## src/rtl/processor_clock_control_pkg.sv

```systemverilog
// Shared definitions for the processor clock-control block.
//   pcc_state_e : run/step/halt state machine encoding
//   CYCLE_W     : width of the executed-cycle counter
package processor_clock_control_pkg;

  typedef enum logic [1:0] {
    IDLE       = 2'd0,
    RUN        = 2'd1,
    STEP_ARMED = 2'd2,
    HALTED     = 2'd3
  } pcc_state_e;

  localparam int CYCLE_W = 32;

endpackage

```

## src/rtl/processor_clock_control_button_debouncer.sv

```systemverilog
// Push-button conditioner: two-flop synchronizer, stability counter and
// a one-cycle pulse on each accepted press (release produces nothing).
// Ports:
//   clock_in     : system clock
//   reset        : synchronous, active-high
//   button       : raw, bouncing, asynchronous button level (active-high)
//   button_level : debounced level
//   press_pulse  : one-cycle strobe on debounced 0->1
module button_debouncer #(
  parameter int unsigned           DEB_W           = 20,
  parameter logic [DEB_W-1:0]      DEBOUNCE_CYCLES = 20'd1000000
) (
  input  logic clock_in,
  input  logic reset,
  input  logic button,
  output logic button_level,
  output logic press_pulse
);

  localparam logic [DEB_W-1:0] CNT_MAX = DEBOUNCE_CYCLES - DEB_W'(1);

  logic             btn_p0;
  logic             btn_p1;
  logic [DEB_W-1:0] deb_cnt;
  logic             deb_level;
  logic             pulse;

  // stage p0/p1: synchronizer
  always_ff @(posedge clock_in) begin
    if (reset) begin
      btn_p0 <= 1'b0;
      btn_p1 <= 1'b0;
    end else begin
      btn_p0 <= button;
      btn_p1 <= btn_p0;
    end
  end

  // stage p2: stability counter; the level flips only after CNT_MAX+1
  // consecutive cycles of disagreement, any agreement restarts the count
  always_ff @(posedge clock_in) begin
    if (reset) begin
      deb_cnt   <= '0;
      deb_level <= 1'b0;
      pulse     <= 1'b0;
    end else begin
      pulse <= 1'b0;
      if (btn_p1 != deb_level) begin
        if (deb_cnt == CNT_MAX) begin
          deb_cnt   <= '0;
          deb_level <= ~deb_level;
          pulse     <= ~deb_level;
        end else begin
          deb_cnt <= deb_cnt + DEB_W'(1);
        end
      end else begin
        deb_cnt <= '0;
      end
    end
  end

  assign button_level = deb_level;
  assign press_pulse  = pulse;

endmodule

```

## src/rtl/processor_clock_control.sv

```systemverilog
// Turns the divided-clock waveform into a one-cycle processor enable in
// the clock_in domain, with run / single-step / halt control and an
// executed-cycle counter.
// Ports:
//   clock_in     : FPGA system clock (only clock)
//   reset        : synchronous, active-high
//   slow_clock   : divided-clock waveform, sampled as asynchronous data
//   run_switch   : 1 = free run, 0 = stop/step (asynchronous)
//   step_button  : raw single-step push button (asynchronous, bouncing)
//   halt_request : HLT decoded by the processor (clock_in domain)
//   cpu_enable   : one-cycle strobe per processor step
//   halted       : high while halted
//   cycle_count  : number of cpu_enable pulses since reset (wraps)
module processor_clock_control
  import processor_clock_control_pkg::*;
#(
  parameter int unsigned      DEB_W           = 20,
  parameter logic [DEB_W-1:0] DEBOUNCE_CYCLES = 20'd1000000
) (
  input  logic               clock_in,
  input  logic               reset,
  input  logic               slow_clock,
  input  logic               run_switch,
  input  logic               step_button,
  input  logic               halt_request,
  output logic               cpu_enable,
  output logic               halted,
  output logic [CYCLE_W-1:0] cycle_count
);

  logic               slow_p0;
  logic               slow_p1;
  logic               slow_p2;
  logic               tick_p3;
  logic               run_p0;
  logic               run_p1;
  logic               step_pulse;
  logic               step_level;
  pcc_state_e         state;
  logic               enable_r;
  logic               halted_r;
  logic               chk_r;
  logic               fired_r;
  logic [CYCLE_W-1:0] cycle_cnt;

  button_debouncer #(
    .DEB_W           (DEB_W),
    .DEBOUNCE_CYCLES (DEBOUNCE_CYCLES)
  ) u_step_debouncer (
    .clock_in     (clock_in),
    .reset        (reset),
    .button       (step_button),
    .button_level (step_level),
    .press_pulse  (step_pulse)
  );

  // stage p0..p3: synchronizers and registered rising-edge tick
  always_ff @(posedge clock_in) begin
    if (reset) begin
      slow_p0 <= 1'b0;
      slow_p1 <= 1'b0;
      slow_p2 <= 1'b0;
      tick_p3 <= 1'b0;
      run_p0  <= 1'b0;
      run_p1  <= 1'b0;
    end else begin
      slow_p0 <= slow_clock;
      slow_p1 <= slow_p0;
      slow_p2 <= slow_p1;
      tick_p3 <= slow_p1 & ~slow_p2;
      run_p0  <= run_switch;
      run_p1  <= run_p0;
    end
  end

  // control FSM: chk_r marks the cycle after a pulse, when the processor's
  // halt decision for the instruction just executed is visible
  always_ff @(posedge clock_in) begin
    if (reset) begin
      state    <= IDLE;
      enable_r <= 1'b0;
      halted_r <= 1'b0;
      chk_r    <= 1'b0;
      fired_r  <= 1'b0;
    end else begin
      enable_r <= 1'b0;
      chk_r    <= enable_r;
      unique case (state)
        IDLE: begin
          fired_r <= 1'b0;
          if (run_p1) begin
            state <= RUN;
          end else if (step_pulse) begin
            state <= STEP_ARMED;
          end
        end
        RUN: begin
          if (chk_r && halt_request) begin
            state    <= HALTED;
            halted_r <= 1'b1;
          end else begin
            if (tick_p3) begin
              enable_r <= 1'b1;
            end
            if (!run_p1) begin
              state <= IDLE;
            end
          end
        end
        STEP_ARMED: begin
          // stay here until the single pulse has had its halt check
          if (chk_r) begin
            fired_r <= 1'b0;
            if (halt_request) begin
              state    <= HALTED;
              halted_r <= 1'b1;
            end else begin
              state <= IDLE;
            end
          end else if (tick_p3 && !fired_r) begin
            enable_r <= 1'b1;
            fired_r  <= 1'b1;
          end
        end
        HALTED: begin
          if (step_pulse && !run_p1) begin
            state    <= IDLE;
            halted_r <= 1'b0;
          end
        end
        default: state <= IDLE;
      endcase
    end
  end

  always_ff @(posedge clock_in) begin
    if (reset) begin
      cycle_cnt <= '0;
    end else if (enable_r) begin
      cycle_cnt <= cycle_cnt + CYCLE_W'(1);
    end
  end

  assign cpu_enable  = enable_r;
  assign halted      = halted_r;
  assign cycle_count = cycle_cnt;

endmodule
```

## config.mk

```make
export PLATFORM = sky130hd
export DESIGN_NAME = processor_clock_control
export DESIGN_NICKNAME = d
export VERILOG_FILES = /design/src/rtl/processor_clock_control_pkg.sv /design/src/rtl/processor_clock_control_button_debouncer.sv /design/src/rtl/processor_clock_control.sv
export SDC_FILE = /design/constraint.sdc
export NUM_CORES = 1
export LEC_CHECK = 0
export BUFFER_PORTS_ARGS = -buffer_cell sky130_fd_sc_hd__buf_2
export CAP_MARGIN = 20
export CORE_ASPECT_RATIO = 1.25
export CORE_UTILIZATION = 30
export DETAILED_ROUTE_END_ITERATION = 8
export SYNTH_ARGS = -nofsm -noshare
export SYNTH_HDL_FRONTEND = slang
export SYNTH_SLANG_ARGS = --single-unit
```

## constraint.sdc

```tcl
create_clock -name clock_in -period 2.52 [get_ports clock_in]
set_input_delay 0.504 -clock clock_in [delete_from_list [all_inputs] [get_ports clock_in]]
set_output_delay 0.504 -clock clock_in [all_outputs]
set_load 0.01 [all_outputs]
```

==> metrics <==
power per standard cell area=719 mW/mm^2; setup ws final=0.596 ns; number of top-level pins=40; via count of the first global-routing pass=2,489; worst path required time=about 2.8 ns; Initial Utilization=30.9%; placed inst area=0.00344 mm^2; mux cell area share after synthesis=under 10%; number of DRC markers in iteration 0=118; final critical delay including setup and external delays=1.92 ns; worst slew margin relative to its limit=73.2%; Final HPWL DP=4790 um; Final Setup Violations=0; router iterations before antenna repair=4; count of distinct cell types in the synthesized netlist=43; mean instance size in the synthesized netlist=8.69 um^2; portion of the clock cycle consumed by the worst path in the final layout=76.4%; CTS tree=built; most frequent cells in the layout=dfxtp_1, buf_2, a21oi_1, nor2_1, nand4_1; worst setup slack before clock tree synthesis=0.618 ns; Hold Crit Class=reg2reg; total length of routed wires=between 6000 and 7000 um; sequential-to-total area share from yosys stat=43.6%; buffer count from post-CTS setup fixing=0; overflow left after global routing=0; post-route antenna net violation count=0; count of vias placed by the detailed router=2,709; hold violation count in the final report=0; number of max-cap violations=0; Worst path max stage delay=0.50 ns; Critical Path Source Type=flop; combined area of all synthesized cells=about 0.0031 mm^2; transition time of the tightest slew-check pin=0.402 ns; worst setup skew after layout=0.00490 ns; number of antenna violations at the first check in global routing=0; post-synthesis share of cell area spent on full adders, half adders and majority gates=under 10%; CP Max Fanout=18; Final Max Slew Viols=0; hold buffers post-CTS=0; xor/xnor share of the synthesized area=5.89%; YS warnings=0; flip-flop and latch count after synthesis=68; number of sinks driven by the clock tree=68; fraction of the mapped netlist area in simple logic gates=29.9%; DR WL/cell=12.7 um; cts repair resizes=0; first-pass GRT wire length=11,600 um; critical path endpoint category=flop; post-layout utilization of the core=37.4%; TritonCTS Buffers=9; compound-cell area share of the yosys netlist=13.2%; growth of design area from synthesis to finish=21.1%; share of cells above drive strength 1=16.9%; unrepaired setup endpoints after global routing=no; Post-Layout Inst Area=~0.0038 mm^2; Core Box Area=0.0101 mm^2; reported leakage power=~1.4 nW; start-to-end type of the worst setup path=reg2reg; worst skew pair latency=roughly 0.33 ns; result of the run=finished, final reports clean; Fmax=520 MHz; count of antenna diodes in the layout=0; H-Tree Depth=3; routability congestion estimate=0.778; CP Data Arrival Time=2.18 ns; number of port buffers=39; Reg clk slew, reported paths=approximately 0.05 ns; Syn Inst Count=359; maximum number of pins on one net before global-route repair=22; DRC Markers=0; post-layout net count=just over 400; family of cells with the greatest summed delay on the critical path=simple AND/OR/NAND/NOR gates; Buf/Inv on CP=1; Filler Cell Count=1,019; total die area=~0.011 mm^2; commonest non-fill, non-tap cell in the layout=dfxtp_1; floorplan row count=about 40; setup total negative slack=0 ns; maximum clock path buffer count=2; ordered list of cells on the worst path=and4_1 -> nand4_1 -> buf_4 -> or4_1 -> a21oi_1; worst ir drop on vdd=488 uV; Fin Hold WS=0.382 ns; chip width=93.2 um; largest family of logic cells by synthesized area=simple AND/OR/NAND/NOR gates; overall global routing resource usage=13.6%; net count after synthesis=372; die boundary height=116 um; mean number of vias per cell=a little over 5; cell with the biggest individual delay on the critical path=or4_1; clk root buf=clkbuf_16
[final timing paths]
path,start,to,slack [ns],cells after the start
worst max-delay path,cycle_count[3],cycle_count[20],0.60,5
worst min-delay path,slow_p2,tick_p3,0.38,1
worst max register to register,cycle_count[3],cycle_count[20],0.60,5
worst min register to register,slow_p2,tick_p3,0.38,1
[sequential cells by signal, indices dropped and copies added (netlist names)]
| signal | flops |
|---|---|
| fired_r | 1 |
| state | 2 |
| halted | 1 |
| run_p0 | 1 |
| u_step_debouncer.btn_p1 | 1 |
| u_step_debouncer.button_level | 1 |
| chk_r | 1 |
| slow_p1 | 1 |
| u_step_debouncer.press_pulse | 1 |
| slow_p0 | 1 |
| cycle_count | 32 |
| u_step_debouncer.btn_p0 | 1 |
| u_step_debouncer.deb_cnt | 20 |
| run_p1 | 1 |
| cpu_enable | 1 |
| tick_p3 | 1 |
| slow_p2 | 1 |
[power by group]
group / internal [mW] / total [mW] / switching [mW]
Combinational: 0.0914 / 0.208 / 0.117
Clock: 0.947 / 1.40 / 0.452
Sequential: 1.10 / 1.11 / 0.0139
Total: 2.14 / 2.72 / 0.582
[cells in the mapped netlist]
master    number  area share (%)
buf_2          3            0.48
nor4_1         4            0.80
and4_1         7             2.0
or3_1         16             3.2
dfxtp_1       68              44
and2_1         4            0.80
nor2_1        29             3.5
a211oi_1       2            0.48
buf_1          3            0.36
o211ai_1       1            0.24
o21ai_0       18             2.9
o21a_1         2            0.48
a21oi_1       33             5.3
a311o_1        1            0.32
buf_4          1            0.24
nand4_1       25             5.0
nand4_2        1            0.40
and3_1         6             1.2
mux2_2         2            0.72
o221ai_1       1            0.28
nand2_1       20             2.4
a21o_1         1            0.24
nand2b_1       5             1.0
nor3_1         2            0.32
or4b_4         1            0.44
inv_1         10             1.2
nor2b_1       13             2.6
nand3_1       12             1.9
mux2i_1        1            0.32
nor4bb_1       1            0.32
ha_1           7             2.8
or2b_1         1            0.24
or4_1         11             2.6
xor2_1        17             4.8
o31ai_1       11             2.6
and4_2         1            0.32
o21ba_2        1            0.32
clkbuf_1       9             1.1
and4_4         1            0.36
clkbuf_2       1            0.16
or2_2          1            0.20
and2_2         1            0.24
xnor2_1        4             1.1
[cell type report]
class                      instances  area (um^2)  share of cell area [%]
clock inverter                     3         67.6                    1.79
tap                              129          161                    4.27
multi-input combinational        264         1650                    43.6
clock buffer                      13          270                    7.15
inverter                          10         37.5                   0.993
timing repair buffer              44          233                    6.16
sequential                        68         1360                    36.0
[kinds of logic (layout without fill, tap and decap cells)]
group / Yosys count / count (layout)
AND/OR/NAND/NOR: 162 / 162
buffers and inverters: 27 / 70
adder cells (fa/ha/maj): 7 / 7
multiplexers: 3 / 3
AO/OA/AOI/OAI: 71 / 71
flip-flops: 68 / 68
XOR/XNOR: 21 / 21
[worst reg2reg max path, delay by kind of cell, from the launching register on]
kind / cells / cell delay (ns)
flops: 1 / 0.44
buf+inv: 1 / 0.21
simple gates: 3 / 1.05
compound gates: 1 / 0.15
[per-stage QoR]
step	std cells	power, mW
finish	531	2.72
global route	531	2.84
CTS	531	2.76
detailed placement	515	1.34
global placement	515	1.34
floorplan	359	1.29
[routing by layer]
metal	track usage [%]	vias to the layer above	share of wire, %
met1	16.0	1275	47
met4	6.46	0	1.9
li1	-	1383	-
met2	22.7	44	47
met5	0	-	0
met3	4.13	7	3.5
No activity file was read; power rests on OpenSTA's default activity.
